## src/rtl/obi_mem_arbiter_if.sv

```systemverilog
// Bus bundle for the two-master / one-slave OBI memory arbiter.
// The slave modport is the arbiter's view. The master modport is the
// surrounding environment: the fetch and data masters plus the memory.
interface obi_mem_arbiter_if #(
  parameter int ADDR_WIDTH = 32
);
  // instruction fetch port
  logic                  instr_req_i;
  logic [ADDR_WIDTH-1:0] instr_addr_i;
  logic                  instr_gnt_o;
  logic                  instr_rvalid_o;
  logic [31:0]           instr_rdata_o;
  // data port
  logic                  data_req_i;
  logic [ADDR_WIDTH-1:0] data_addr_i;
  logic                  data_we_i;
  logic [3:0]            data_be_i;
  logic [31:0]           data_wdata_i;
  logic                  data_gnt_o;
  logic                  data_rvalid_o;
  logic [31:0]           data_rdata_o;
  // shared memory port
  logic                  mem_req_o;
  logic [ADDR_WIDTH-1:0] mem_addr_o;
  logic                  mem_we_o;
  logic [3:0]            mem_be_o;
  logic [31:0]           mem_wdata_o;
  logic                  mem_gnt_i;
  logic                  mem_rvalid_i;
  logic [31:0]           mem_rdata_i;

  modport slave (
    input  instr_req_i, instr_addr_i,
    output instr_gnt_o, instr_rvalid_o, instr_rdata_o,
    input  data_req_i, data_addr_i, data_we_i, data_be_i, data_wdata_i,
    output data_gnt_o, data_rvalid_o, data_rdata_o,
    output mem_req_o, mem_addr_o, mem_we_o, mem_be_o, mem_wdata_o,
    input  mem_gnt_i, mem_rvalid_i, mem_rdata_i
  );

  modport master (
    output instr_req_i, instr_addr_i,
    input  instr_gnt_o, instr_rvalid_o, instr_rdata_o,
    output data_req_i, data_addr_i, data_we_i, data_be_i, data_wdata_i,
    input  data_gnt_o, data_rvalid_o, data_rdata_o,
    input  mem_req_o, mem_addr_o, mem_we_o, mem_be_o, mem_wdata_o,
    output mem_gnt_i, mem_rvalid_i, mem_rdata_i
  );
endinterface

```

## src/rtl/obi_mem_arbiter.sv

```systemverilog
// Round-robin arbiter letting the fetch and data masters share one OBI
// memory. Request and response paths are purely combinational. A small
// in-order owner FIFO remembers which master issued each accepted request,
// so every response is steered back to the right master.
module obi_mem_arbiter #(
  parameter int ADDR_WIDTH      = 32,
  parameter int MAX_OUTSTANDING = 2
) (
  input  logic                                 clk_i,
  input  logic                                 rst_ni,
  obi_mem_arbiter_if.slave                     bus,
  output logic [$clog2(MAX_OUTSTANDING+1)-1:0] outstanding_o,
  output logic                                 err_o
);
  localparam int CW = $clog2(MAX_OUTSTANDING + 1);
  localparam int PW = (MAX_OUTSTANDING > 1) ? $clog2(MAX_OUTSTANDING) : 1;
  localparam logic OWNER_INSTR = 1'b0;
  localparam logic OWNER_DATA  = 1'b1;

  logic [CW-1:0]              count;
  logic [PW-1:0]              wr_ptr;
  logic [PW-1:0]              rd_ptr;
  logic [MAX_OUTSTANDING-1:0] owner_q;
  logic                       last_grant;
  logic                       err;

  logic any_req;
  logic sel_data;
  logic full;
  logic mem_req;
  logic push;
  logic pop;
  logic head;

  // Advance a FIFO pointer, wrapping at the FIFO depth.
  function automatic logic [PW-1:0] ptr_inc(input logic [PW-1:0] p);
    if (p == PW'(MAX_OUTSTANDING - 1)) begin
      return {PW{1'b0}};
    end else begin
      return p + PW'(1);
    end
  endfunction

  assign any_req = bus.instr_req_i | bus.data_req_i;
  assign full    = (count == CW'(MAX_OUTSTANDING));
  // Outputs are held quiet while reset is asserted.
  assign mem_req = rst_ni & any_req & ~full;
  assign push    = mem_req & bus.mem_gnt_i;
  assign pop     = bus.mem_rvalid_i & (count != {CW{1'b0}});
  assign head    = owner_q[rd_ptr];

  // Pick the master to forward; on contention, the one not granted last.
  always_comb begin
    sel_data = 1'b0;
    case ({bus.instr_req_i, bus.data_req_i})
      2'b01:   sel_data = 1'b1;
      2'b10:   sel_data = 1'b0;
      2'b11:   sel_data = (last_grant == OWNER_INSTR);
      default: sel_data = 1'b0;
    endcase
  end

  // Forward the selected master's request fields to memory.
  always_comb begin
    bus.mem_req_o   = mem_req;
    bus.mem_addr_o  = {ADDR_WIDTH{1'b0}};
    bus.mem_we_o    = 1'b0;
    bus.mem_be_o    = 4'h0;
    bus.mem_wdata_o = 32'h0;
    if (!any_req) begin
      bus.mem_addr_o  = {ADDR_WIDTH{1'b0}};
      bus.mem_be_o    = 4'h0;
    end else if (sel_data) begin
      bus.mem_addr_o  = bus.data_addr_i;
      bus.mem_we_o    = bus.data_we_i;
      bus.mem_be_o    = bus.data_be_i;
      bus.mem_wdata_o = bus.data_wdata_i;
    end else begin
      bus.mem_addr_o  = bus.instr_addr_i;
      bus.mem_be_o    = 4'hF;
    end
  end

  // Steer the grant to the selected master and the response to the FIFO head owner.
  always_comb begin
    bus.instr_gnt_o    = push & ~sel_data;
    bus.data_gnt_o     = push & sel_data;
    bus.instr_rvalid_o = rst_ni & pop & (head == OWNER_INSTR);
    bus.data_rvalid_o  = rst_ni & pop & (head == OWNER_DATA);
    bus.instr_rdata_o  = bus.mem_rdata_i;
    bus.data_rdata_o   = bus.mem_rdata_i;
  end

  // Owner FIFO, outstanding count, round-robin history and sticky error.
  always_ff @(posedge clk_i) begin
    if (!rst_ni) begin
      count      <= {CW{1'b0}};
      wr_ptr     <= {PW{1'b0}};
      rd_ptr     <= {PW{1'b0}};
      owner_q    <= {MAX_OUTSTANDING{1'b0}};
      last_grant <= OWNER_INSTR;
      err        <= 1'b0;
    end else begin
      if (push) begin
        owner_q[wr_ptr] <= sel_data;
        wr_ptr          <= ptr_inc(wr_ptr);
        last_grant      <= sel_data;
      end
      if (pop) begin
        rd_ptr <= ptr_inc(rd_ptr);
      end
      case ({push, pop})
        2'b10:   count <= count + CW'(1);
        2'b01:   count <= count - CW'(1);
        default: count <= count;
      endcase
      if (bus.mem_rvalid_i && (count == {CW{1'b0}})) begin
        err <= 1'b1;
      end else begin
        err <= err;
      end
    end
  end

  assign outstanding_o = count;
  assign err_o         = err;
endmodule
```

## src/flat_wrapper.sv

```systemverilog
// flat-port wrapper written by rule: the top's interface ports become plain ports
module obi_mem_arbiter_flat 
#(
  parameter int ADDR_WIDTH      = 32,
  parameter int MAX_OUTSTANDING = 2
)
  (clk_i, rst_ni, outstanding_o, err_o, bus_instr_req_i, bus_instr_addr_i, bus_instr_gnt_o, bus_instr_rvalid_o, bus_instr_rdata_o, bus_data_req_i, bus_data_addr_i, bus_data_we_i, bus_data_be_i, bus_data_wdata_i, bus_data_gnt_o, bus_data_rvalid_o, bus_data_rdata_o, bus_mem_req_o, bus_mem_addr_o, bus_mem_we_o, bus_mem_be_o, bus_mem_wdata_o, bus_mem_gnt_i, bus_mem_rvalid_i, bus_mem_rdata_i);
  obi_mem_arbiter_if #(.ADDR_WIDTH(ADDR_WIDTH)) bus_i ();
  input  logic clk_i;
  input  logic rst_ni;
  output logic [$clog2(MAX_OUTSTANDING+1)-1:0] outstanding_o;
  output logic err_o;
  input wire logic [$bits(bus_i.instr_req_i)-1:0] bus_instr_req_i;
  input wire logic [$bits(bus_i.instr_addr_i)-1:0] bus_instr_addr_i;
  output wire logic [$bits(bus_i.instr_gnt_o)-1:0] bus_instr_gnt_o;
  output wire logic [$bits(bus_i.instr_rvalid_o)-1:0] bus_instr_rvalid_o;
  output wire logic [$bits(bus_i.instr_rdata_o)-1:0] bus_instr_rdata_o;
  input wire logic [$bits(bus_i.data_req_i)-1:0] bus_data_req_i;
  input wire logic [$bits(bus_i.data_addr_i)-1:0] bus_data_addr_i;
  input wire logic [$bits(bus_i.data_we_i)-1:0] bus_data_we_i;
  input wire logic [$bits(bus_i.data_be_i)-1:0] bus_data_be_i;
  input wire logic [$bits(bus_i.data_wdata_i)-1:0] bus_data_wdata_i;
  output wire logic [$bits(bus_i.data_gnt_o)-1:0] bus_data_gnt_o;
  output wire logic [$bits(bus_i.data_rvalid_o)-1:0] bus_data_rvalid_o;
  output wire logic [$bits(bus_i.data_rdata_o)-1:0] bus_data_rdata_o;
  output wire logic [$bits(bus_i.mem_req_o)-1:0] bus_mem_req_o;
  output wire logic [$bits(bus_i.mem_addr_o)-1:0] bus_mem_addr_o;
  output wire logic [$bits(bus_i.mem_we_o)-1:0] bus_mem_we_o;
  output wire logic [$bits(bus_i.mem_be_o)-1:0] bus_mem_be_o;
  output wire logic [$bits(bus_i.mem_wdata_o)-1:0] bus_mem_wdata_o;
  input wire logic [$bits(bus_i.mem_gnt_i)-1:0] bus_mem_gnt_i;
  input wire logic [$bits(bus_i.mem_rvalid_i)-1:0] bus_mem_rvalid_i;
  input wire logic [$bits(bus_i.mem_rdata_i)-1:0] bus_mem_rdata_i;
  assign bus_i.instr_req_i = bus_instr_req_i;
  assign bus_i.instr_addr_i = bus_instr_addr_i;
  assign bus_instr_gnt_o = bus_i.instr_gnt_o;
  assign bus_instr_rvalid_o = bus_i.instr_rvalid_o;
  assign bus_instr_rdata_o = bus_i.instr_rdata_o;
  assign bus_i.data_req_i = bus_data_req_i;
  assign bus_i.data_addr_i = bus_data_addr_i;
  assign bus_i.data_we_i = bus_data_we_i;
  assign bus_i.data_be_i = bus_data_be_i;
  assign bus_i.data_wdata_i = bus_data_wdata_i;
  assign bus_data_gnt_o = bus_i.data_gnt_o;
  assign bus_data_rvalid_o = bus_i.data_rvalid_o;
  assign bus_data_rdata_o = bus_i.data_rdata_o;
  assign bus_mem_req_o = bus_i.mem_req_o;
  assign bus_mem_addr_o = bus_i.mem_addr_o;
  assign bus_mem_we_o = bus_i.mem_we_o;
  assign bus_mem_be_o = bus_i.mem_be_o;
  assign bus_mem_wdata_o = bus_i.mem_wdata_o;
  assign bus_i.mem_gnt_i = bus_mem_gnt_i;
  assign bus_i.mem_rvalid_i = bus_mem_rvalid_i;
  assign bus_i.mem_rdata_i = bus_mem_rdata_i;
  obi_mem_arbiter #(.ADDR_WIDTH(ADDR_WIDTH), .MAX_OUTSTANDING(MAX_OUTSTANDING)) u_core (.clk_i(clk_i), .rst_ni(rst_ni), .bus(bus_i), .outstanding_o(outstanding_o), .err_o(err_o));
endmodule
```

## config.mk

```make
export PLATFORM = sky130hd
export DESIGN_NAME = obi_mem_arbiter_flat
export DESIGN_NICKNAME = d
export VERILOG_FILES = /design/src/rtl/obi_mem_arbiter_if.sv /design/src/rtl/obi_mem_arbiter.sv /design/src/flat_wrapper.sv
export SDC_FILE = /design/constraint.sdc
export NUM_CORES = 1
export LEC_CHECK = 0
export CAP_MARGIN = 20
export CORE_AREA = 3 3 107 109
export CTS_CLUSTER_DIAMETER = 80
export DETAILED_ROUTE_END_ITERATION = 12
export DIE_AREA = 0 0 110 112
export SYNTH_ARGS = -nofsm -noshare
export SYNTH_HDL_FRONTEND = slang
export SYNTH_SLANG_ARGS = --single-unit
```

## constraint.sdc

```tcl
create_clock -name clk_i -period 2.08 [get_ports clk_i]
set_clock_uncertainty 0.05 [all_clocks]
set_input_delay 0.416 -clock clk_i [delete_from_list [all_inputs] [get_ports clk_i]]
set_output_delay 0.416 -clock clk_i [all_outputs]
set_load 0.005 [all_outputs]
```

==> summary.txt <==
WL met1: 2.81 mm
PD cells: 374 nW/um^2
Slew Limit Headroom: 0.842
DRT Wirelength: 8.25 mm
vias per inst: 3.90
period utilization: 0.968
Met3 Wirelength: 709 um
hold buffers post-CTS: 0
die area: 12300 um^2
fin. max-slew vios: 0
top routing layer used: met4
Max-Cap Viols: 0
most frequent cell after synthesis: nand2_1
Layout fillers: 1164
DRT antenna net count: 0
Post-Syn Nets: 403
Skew-Pair Late Insertion Delay: 230 ps
achievable frequency: 497 MHz
post-synth top area cell: buf_4
Post-synth ARST share: 0
RSZ-0062 raised after global routing: yes
TritonCTS clock tree: built
Mapped Avg Cell Area: 6.20 um^2
Crit path required time: 1610 ps
grt ovf: 0
Reg2Reg Capture Point: u_core.outstanding_o[1]
Worst Reg2Reg Path Length in Cells: 7
clock input transition at the sequential cells of the worst setup and hold paths: 40 ps
GPL Wtd Cong: 0.846
maximum root-to-sink buffer count: 2
Crit path buffers/inverters: 6
share of the synthesized area in the top cell type: 0.304
Mapped Area: 1630 um^2
vias in the first global route: 2261
htree depth: 1
n_diodes: 0
register area share after synthesis: 0.0982
crit-path max cell delay: 230 ps
cell repeated most along the worst path: buf_12
synthesis-stage register bit count: 8
reg2reg setup slack: 340 ps
Critical-path top delay cell: dlygate4sd2_1
I/O Buffers: 183
Setup crit end kind: primary output
I/O Pins: 280
clk sink count: 8
DRC: 0
Synth warnings: 0
first-pass GRT wire length: 12.1 mm
die width: 110 um
Post-synth EDFFs: 0
Finished Cell Area: 3390 um^2
Worst setup startpoint: bus_instr_req_i
Most used DFF post-synth: dfxtp_1
overall routing resource usage: 0.129
drt pass-1 iters: 4
pin count of the biggest net entering global routing: 19
Synth Instances: 263
Top delay family on crit path: buffers and inverters
actual slew at the worst max-slew pin: 237 ps
TritonCTS Buffers: 3
Pwr Total: 0.00127 W
Area Growth Syn to Fin: 108%
Final HPWL DP: 6.49 mm
count of cell types in the netlist: 28
Hold Path Class: reg2reg
worst path cell trace: buf_2, buf_12, a21boi_4, buf_12, buf_12, buf_16, and2_1, dlygate4sd2_1
Place WS: -661 ps
crit path to: bus_mem_wdata_o[17]
routed len/inst: 15.1 um
Die Height: 112 um
CP Depth: 8
final hold vios: 0
Synth area leaders: buf_4 (30%), nand2_1 (18%), and2_1 (13%), dfxtp_1 (9.8%), o21ai_0 (9.8%)
initial antenna violation count: 0
Setup-failing EPs final: 0
vias: 2128
Crit Path Max Fanout: 9
status: complete, no violations
Leakage: 1.58 nW
synth cell count leaders: nand2_1 (79), buf_4 (66), and2_1 (35)
crit path time final: 2010 ps
metal2 WL: 4.33 mm
DR iter-0 viols: 45
kind of critical path: in2out
Max VDD drop: 181 uV
dpl cell area: 3200 um^2
Final Net Count: 547
Core Area: 10700 um^2
ratio of cells with drive above 1 in the final layout: 0.220
Final WS setup: 66.7 ps
crit start category: primary input
reg2reg start: u_core.outstanding_o[1]
Arr. time, crit path: 1550 ps
root buf cell: clkbuf_8
FP Rows: 38
Starting Density: 0.153
-- cell type report --
| class | count | area, um^2 | share of cell area |
|---|---|---|---|
| Clock buffer | 3 | 41.3 | 0.0122 |
| Sequential cell | 8 | 160 | 0.0473 |
| Multi-Input combinational cell | 174 | 913 | 0.269 |
| Inverter | 1 | 3.75 | 0.00111 |
| Timing Repair Buffer | 219 | 2100 | 0.618 |
| Tap cell | 140 | 175 | 0.0517 |
-- worst reg2reg max path, stage by stage, from the launching register on --
cell      delay [ps]
dfxtp_1          360
nand2b_1         220
nand3_4          130
buf_4            160
ha_1             200
xnor2_1          140
or3_1            310
a21boi_1         120
-- cells by family after synthesis --
kind of cell,synth area share
buffers and inverters,0.356
XOR/XNOR,0.0161
flip-flops,0.0982
AND/OR/NAND/NOR,0.353
multiplexers,0.0307
AO/OA/AOI/OAI,0.139
adder cells (fa/ha/maj),0.00767
-- registers in the layout (all words and copies together), names as in the netlist --
| signal | flops |
|---|---|
| u_core.outstanding_o | 2 |
| u_core.owner_q | 2 |
| u_core.err_o | 1 |
| u_core.last_grant | 1 |
| u_core.rd_ptr | 1 |
| u_core.wr_ptr | 1 |
-- cell usage in the layout (no fill, tap or decap), drive strengths merged, types with 2 or more instances in the layout --
cell type and n:
xnor2 2, clkdlybuf4s50 108, dlygate4sd2 26, dfxtp 8, a21boi 2, mux2i 5, buf 76, o21ai 34
clkdlybuf4s15 8, o21a 2, nand2 79, and2 35, nor2 4, clkbuf 3
-- worst min path at each step --
stage                           start                 to  slack (ps)  cells after the start
global route            u_core.wr_ptr      u_core.wr_ptr         450                      1
finish              u_core.owner_q[1]  u_core.owner_q[1]         430                      2
CTS                 u_core.owner_q[1]  u_core.owner_q[1]         430                      2
global placement    u_core.owner_q[0]  u_core.owner_q[0]         400                      2
detailed placement  u_core.owner_q[1]  u_core.owner_q[1]         410                      2
floorplan           u_core.owner_q[0]  u_core.owner_q[0]         390                      2
-- power breakdown --
| group | switching (W) | internal [W] |
|---|---|---|
| combinational | 0.000312 | 0.000551 |
| sequential | 0.0000249 | 0.000187 |
| clock | 0.0000672 | 0.000126 |
-- metrics by stage --
step                setup TNS [ps]  utilization  hold WS (ps)  instances
finish                           0        0.317           429        545
CTS                              0        0.317           434        544
detailed placement          -42850        0.299           414        521
floorplan                        0            -           388        263
global route                 -4.29        0.317           452        545
global placement            -41490        0.299           404        521
-- metal layers --
metal	up-vias	global-route usage
met5	-	0
met4	0	0.0690
met3	29	0.0336
met2	120	0.239
met1	929	0.126
li1	1050	-
-- what timing repair did --
action / CTS / global route
cloned: 7 / 0
gates resized for setup: 231 / 10
setup buffers: 13 / 2
pin swaps: 1 / 2
setup endpoints to repair: 76 / 22
No activity file was read; power rests on OpenSTA's default activity.
